File: src/rtl/simon_4872.sv
// Iterative SIMON block cipher engine (default SIMON 48/96), one round per clock.
// Optional macro SIMON_DECRYPT_EN adds the decrypt path and the stored round-key file.
module simon_4872 #(
    parameter int N  = 24,
    parameter int M  = 4,
    parameter int T  = 36,
    parameter int Co = 6
) (
    input  logic                 clk,
    input  logic                 nR,
    input  logic                 newKey,
    input  logic [M-1:0][N-1:0]  key,
    output logic                 loadKey,
    output logic                 doneKey,
    input  logic                 newData,
    input  logic                 enc_dec,
    input  logic [1:0][N-1:0]    inData,
    output logic                 loadData,
    output logic                 doneData,
    input  logic                 readData,
    output logic [1:0][N-1:0]    outData,
    output logic [3:0]           mode
);

    typedef enum logic [3:0] {
        IDLE   = 4'd0,
        KEYEXP = 4'd1,
        READY  = 4'd2,
        RUN    = 4'd3,
        DONE   = 4'd4
    } stateT;

    localparam logic [61:0] Z0   = 62'b11111010001001010110000111001101111101000100101011000011100110;
    localparam logic [61:0] Z1   = 62'b10001110111110010011000010110101000111011111001001100001011010;
    localparam logic [61:0] ZSEQ = (M == 3) ? Z0 : Z1;
    localparam logic [N-1:0] kConst = {{(N-2){1'b1}}, 2'b00};

    function automatic logic [N-1:0] rotl(input logic [N-1:0] v, input int s);
        return (v << s) | (v >> (N - s));
    endfunction

    function automatic logic [N-1:0] rotr(input logic [N-1:0] v, input int s);
        return (v >> s) | (v << (N - s));
    endfunction

    function automatic logic [N-1:0] roundF(input logic [N-1:0] v);
        return (rotl(v, 1) & rotl(v, 8)) ^ rotl(v, 2);
    endfunction

    // w[0] is the oldest word k[i-M], w[M-1] the newest k[i-1]
    function automatic logic [N-1:0] keyStep(input logic [M-1:0][N-1:0] w, input logic zb);
        logic [N-1:0] tmp;
        tmp = rotr(w[M-1], 3);
        if (M == 4)
            tmp = tmp ^ w[1];
        tmp = tmp ^ rotr(tmp, 1);
        return kConst ^ {{(N-1){1'b0}}, zb} ^ w[0] ^ tmp;
    endfunction

    stateT state, nextState;
    logic capKey, capData, stepKey, stepRound, finKey, finRound, ack;
    logic lastKey, lastRound, keyAdv;
    logic [Co-1:0] cnt;
    logic [5:0] zIdx;
    logic zBit;
    logic [M-1:0][N-1:0] kw;
    logic [N-1:0] xReg, yReg, nx, ny, rkSel, kNew;

    assign mode      = state;
    assign zBit      = ZSEQ[6'd61 - zIdx];
    assign kNew      = keyStep(kw, zBit);
    assign lastRound = (cnt == Co'(T - 1));

`ifdef SIMON_DECRYPT_EN
    logic [N-1:0] rk [T];
    logic encReg;
    logic [Co-1:0] decIdx;

    assign decIdx  = Co'(T - 1) - cnt;
    assign rkSel   = encReg ? rk[cnt] : rk[decIdx];
    assign lastKey = (cnt == Co'(T - 1));
    assign keyAdv  = stepKey;
`else
    logic [M-1:0][N-1:0] keyReg;
    logic unusedEncDec;

    assign unusedEncDec = enc_dec;
    assign rkSel   = kw[0];
    assign lastKey = 1'b1;
    assign keyAdv  = stepRound;
`endif

    always_comb begin
        nx = yReg ^ roundF(xReg) ^ rkSel;
        ny = xReg;
`ifdef SIMON_DECRYPT_EN
        if (!encReg) begin
            nx = yReg;
            ny = xReg ^ roundF(yReg) ^ rkSel;
        end
`endif
    end

    always_ff @(posedge clk) begin
        if (nR)
            state <= IDLE;
        else
            state <= nextState;
    end

    always_comb begin
        nextState = state;
        capKey    = 1'b0;
        capData   = 1'b0;
        stepKey   = 1'b0;
        stepRound = 1'b0;
        finKey    = 1'b0;
        finRound  = 1'b0;
        ack       = 1'b0;
        case (state)
            IDLE: begin
                if (newKey) begin
                    capKey    = 1'b1;
                    nextState = KEYEXP;
                end
            end
            KEYEXP: begin
                stepKey = 1'b1;
                if (lastKey) begin
                    finKey    = 1'b1;
                    nextState = READY;
                end
            end
            READY: begin
                if (newKey) begin
                    capKey    = 1'b1;
                    nextState = KEYEXP;
                end else if (newData) begin
                    capData   = 1'b1;
                    nextState = RUN;
                end
            end
            RUN: begin
                stepRound = 1'b1;
                if (lastRound) begin
                    finRound  = 1'b1;
                    nextState = DONE;
                end
            end
            DONE: begin
                if (readData) begin
                    ack       = 1'b1;
                    nextState = READY;
                end
            end
            default: nextState = IDLE;
        endcase
    end

    always_ff @(posedge clk) begin
        if (nR) begin
            loadKey  <= 1'b0;
            doneKey  <= 1'b0;
            loadData <= 1'b0;
            doneData <= 1'b0;
            outData  <= '0;
            cnt      <= '0;
            zIdx     <= '0;
        end else begin
            loadKey  <= capKey;
            loadData <= capData;
            if (capKey)
                doneKey <= 1'b0;
            else if (finKey)
                doneKey <= 1'b1;
            if (finRound) begin
                outData  <= {nx, ny};
                doneData <= 1'b1;
            end else if (ack) begin
                doneData <= 1'b0;
            end
            if (capKey)
`ifdef SIMON_DECRYPT_EN
                cnt <= Co'(M);
`else
                cnt <= '0;
`endif
            else if (capData)
                cnt <= '0;
            else if (stepKey || stepRound)
                cnt <= cnt + 1'b1;
            if (capKey || capData)
                zIdx <= '0;
            else if (keyAdv)
                zIdx <= (zIdx == 6'd61) ? 6'd0 : zIdx + 6'd1;
        end
    end

    always_ff @(posedge clk) begin
        if (capData) begin
            xReg <= inData[1];
            yReg <= inData[0];
        end else if (stepRound) begin
            xReg <= nx;
            yReg <= ny;
        end
    end

`ifdef SIMON_DECRYPT_EN
    // Schedule expanded once into the file; the window holds the last M words
    always_ff @(posedge clk) begin
        if (capData)
            encReg <= enc_dec;
        if (capKey)
            kw <= key;
        else if (stepKey)
            kw <= {kNew, kw[M-1:1]};
    end

    always_ff @(posedge clk) begin
        if (capKey) begin
            for (int i = 0; i < M; i++)
                rk[i] <= key[i];
        end else if (stepKey) begin
            rk[cnt] <= kNew;
        end
    end
`else
    // Round keys regenerated on the fly from the saved key each block
    always_ff @(posedge clk) begin
        if (capKey)
            keyReg <= key;
        if (capData)
            kw <= keyReg;
        else if (stepRound)
            kw <= {kNew, kw[M-1:1]};
    end
`endif

endmodule

File: config.mk
export PLATFORM = sky130hd
export DESIGN_NAME = simon_4872
export DESIGN_NICKNAME = d
export VERILOG_FILES = /design/src/rtl/simon_4872.sv
export SDC_FILE = /design/constraint.sdc
export NUM_CORES = 1
export LEC_CHECK = 0
export CORE_ASPECT_RATIO = 0.7
export CORE_MARGIN = 2
export CORE_UTILIZATION = 49
export DETAILED_ROUTE_END_ITERATION = 16
export GPL_TIMING_DRIVEN = 0
export HOLD_SLACK_MARGIN = 0.06
export PLACE_DENSITY = 0.85
export SETUP_SLACK_MARGIN = 0.3
export SYNTH_ARGS = -nofsm -noshare
export SYNTH_HDL_FRONTEND = slang
export SYNTH_SLANG_ARGS = --single-unit
File: constraint.sdc
create_clock -name clk -period 5.1 [get_ports clk]
set_input_delay 0.51 -clock clk [delete_from_list [all_inputs] [get_ports clk]]
set_output_delay 0.51 -clock clk [all_outputs]
set_load 0.01 [all_outputs]
==> impl_results.md <==
* Total track usage at 0.246
* Hold Path Class: flip-flop to flip-flop
* Die area at 0.0281 sq mm
* Number of CTS-inserted buffers at 29
* Final Max Tran Viols at 0
* Maximum vdd drop at 0.241 mV
* Latest clock arrival within the worst-skew pair at 0.56 ns
* Synth Area in XOR/XNOR at 0.105
* Die height at 141 microns
* Largest family of logic cells by synthesized area: simple AND/OR/NAND/NOR gates
* First-pass GRT wire length at 51,700 microns
* Fill cells at 2,118
* Cells after synthesis at 1,201
* Power, Total at 5.50 mW
* Post-route cell area at 0.0166 sq mm
* PortBufs at 202
* Final period utilization at 0.654
* Final Hold Fails at 0
* Cell taking the most area after synthesis: edfxtp_1
* TNS Setup at 0 ns
* Synth Flop Type: edfxtp_1
* Critical path class: flip-flop to flip-flop
* CTS max path bufs at 3
* CORE AREA at 0.0265 sq mm
* Final HPWL DP at 25,400 microns
* Nets@finish at 1,596
* WP data arrival at 3.56 ns
* Sequential share of the synthesized area at 0.652
* Top post-synthesis cells by area: edfxtp_1 55%, nand2_1 11%, dfxtp_1 10%
* Cts hold-fix bufs at 0
* I/O pin cnt at 206
* P per Cell Area at 331 mW/mm^2
* Die width at 199 microns
* Unique masters post-synth at 36
* Placer congestion estimate at 0.896
* Root buf cell: clkbuf_16
* Post-Place Cell Area at 0.0157 sq mm
* Final Critical Period at 3.34 ns
* Routed Wire Length at 34,800 microns
* First-pass detailed-route iteration total at 6
* Vias in the first global route at 9,113
* H-tree Lvls at 1
* Vias at 9,527
* First DRT Iteration DRCs at 1,093
* Post-CTS Setup Bufs at 0
* Share of layout cells above drive strength 1 at 0.0535
* Initial Utilization at 0.494
* Setup crit end kind: flip-flop
* Drc violations at 0
* Initial antenna violation count at 1
* Worst-path maximum fanout at 89
* CTS tree: built
* Syn Nets at 1,361
* Cell Count, Final, Fillers Out at 1,824
* Leakage power at 6.07 nW
* Synth Warn # at 0
* Peak Freq at 0.300 GHz
* Wire per inst at 19.1 microns
* Syn-to-layout area delta at 26.9%
* CTS Sinks at 307
* Placed Cells at 1,769
* RSZ-0062 raised after global routing: false
* Worst-Margin Slew at 0.844 ns
* Fin util at 0.627
* Count of final setup violators at 0
* Status: finished clean
* Post-synth EDFFs at 240
* Worst-path clk slew at 0.06 ns
* Final ANT Viol Nets at 0
* Startpoint Class: flip-flop
* Largest net degree at the start of global routing at 90
* Syn Area/Cell at 10.9 sq um
* Total grt overflow at 0
* Max_slew headroom at 0.438
* Synth Area in Compound Gates at 0.0291
* Seq cells post-synth at 307
* Post-synthesis mux area share at 0.00764
* Post-Synth Adder-Cell Area at 0.00955
* Top cell type's share of synthesized area at 0.550
* Vias/cell at 5.22
* Post_cts resized at 0
* Async SR Flop Fraction at 0
* FP Rows at 50
* Max-Cap Viols at 0
* Clock skew at 0.0212 ns
* Post-Synth Simple-Gate Area at 0.175
* Synthesized area at 0.0131 sq mm
* CP required at 5.33 ns
==> path summary, 6_finish.rpt <==
check                           startpoint                       end  slack, ns  cells after the start
setup / recovery      mode[2]$_SDFFE_PP0P_          kw[62]$_DFFE_PP_       1.76                      6
hold / removal    outData[21]$_SDFFE_PP0P_  outData[21]$_SDFFE_PP0P_       0.46                      2
hold reg to reg   outData[21]$_SDFFE_PP0P_  outData[21]$_SDFFE_PP0P_       0.46                      2
setup reg to reg      mode[2]$_SDFFE_PP0P_          kw[62]$_DFFE_PP_       1.76                      6
==> worst max-delay path: stages (launching register included) <==
cell      delay (ns)
dfxtp_1         0.47
nor2_1          0.13
nand3_1         0.28
clkbuf_1        0.46
clkbuf_1        0.69
nand2_8         0.49
buf_16          0.39
==> placed cells by master (no fill, tap or decap), drive strengths merged, types with 2 or more instances in the layout <==
cell and instances:
mux2 3, or3 3, clkdlybuf4s50 202, a21oi 60, mux2i 4, nand3 8
xnor2 141, nor3 28, nor2 159, ha 10, clkinv 9, buf 29
bufinv 5, clkbuf 67, and2 2, and3 5, inv 6, dfxtp 67
edfxtp 240, nand4 3, xor2 13, o21ai 7, nor2b 3, nand2 375
==> final cells by class <==
type,instances,area (sq um),area share
clock buffers,38,759,0.0457
repair buffers,204,2080,0.125
multi-input cells,833,4300,0.259
clock inverters,16,206,0.0124
flip-flops and latches,307,8550,0.514
plain buffers,56,258,0.0155
well taps,364,455,0.0274
inverters,5,18.8,0.00113
diodes,1,2.50,0.000151
==> Yosys cell counts, types with 2 or more instances <==
master / n
a21oi_1: 60
ha_1: 10
clkbuf_1: 29
inv_1: 5
nor2_1: 159
xnor2_1: 140
nand2_1: 375
buf_1: 2
dfxtp_1: 67
nor2b_1: 3
edfxtp_1: 240
or3_1: 3
and3_1: 5
buf_2: 20
buf_4: 4
o21ai_0: 7
nand4_1: 3
nand3_1: 8
xor2_1: 13
nor3_1: 28
mux2i_1: 4
and2_1: 2
==> layer usage <==
layer / share of wire / vias up / wire [microns] / GRT usage
met3: 0.11 / 60 / 3680 / 0.0476
met1: 0.44 / 4549 / 15200 / 0.370
met5: 0 / - / 0 / 0
met2: 0.44 / 475 / 15200 / 0.371
met4: 0.022 / 0 / 761 / 0.0542
li1: - / 4443 / - / -
==> flip-flops by register name (all words and copies together), names as in the netlist <==
name and flops:
keyReg 96, kw 72, outData 48, ny 24
rkSel 24, yReg 24, cnt 6, zIdx 6
mode 3, doneData 1, doneKey 1, loadData 1
loadKey 1
==> power breakdown <==
| group | total [mW] | switching, mW | internal (mW) |
|---|---|---|---|
| clock | 2.23 | 0.926 | 1.30 |
| sequential | 2.86 | 0.0557 | 2.81 |
| combinational | 0.412 | 0.203 | 0.209 |
==> kinds of logic (layout without fill, tap and decap cells) <==
group | Yosys count | after routing
flops | 307 | 307
compound gates | 72 | 72
other cells | 1 | 2
mux | 8 | 8
simple gates | 587 | 587
xor+xnor | 155 | 155
fa+ha+maj | 10 | 10
buf+inv | 61 | 319
==> through the flow <==
| step | setup WS, ns | hold slack, ns |
|---|---|---|
| 2_1_floorplan | 1.62 | 0.467 |
| 3_3_place_gp | -0.478 | 0.445 |
| 3_5_place_dp | 1.31 | 0.451 |
| 4_1_cts | 1.78 | 0.459 |
| 5_1_grt | 1.58 | 0.475 |
| 6_report | 1.76 | 0.455 |
Note: power is estimated with default switching activity, not from simulation.
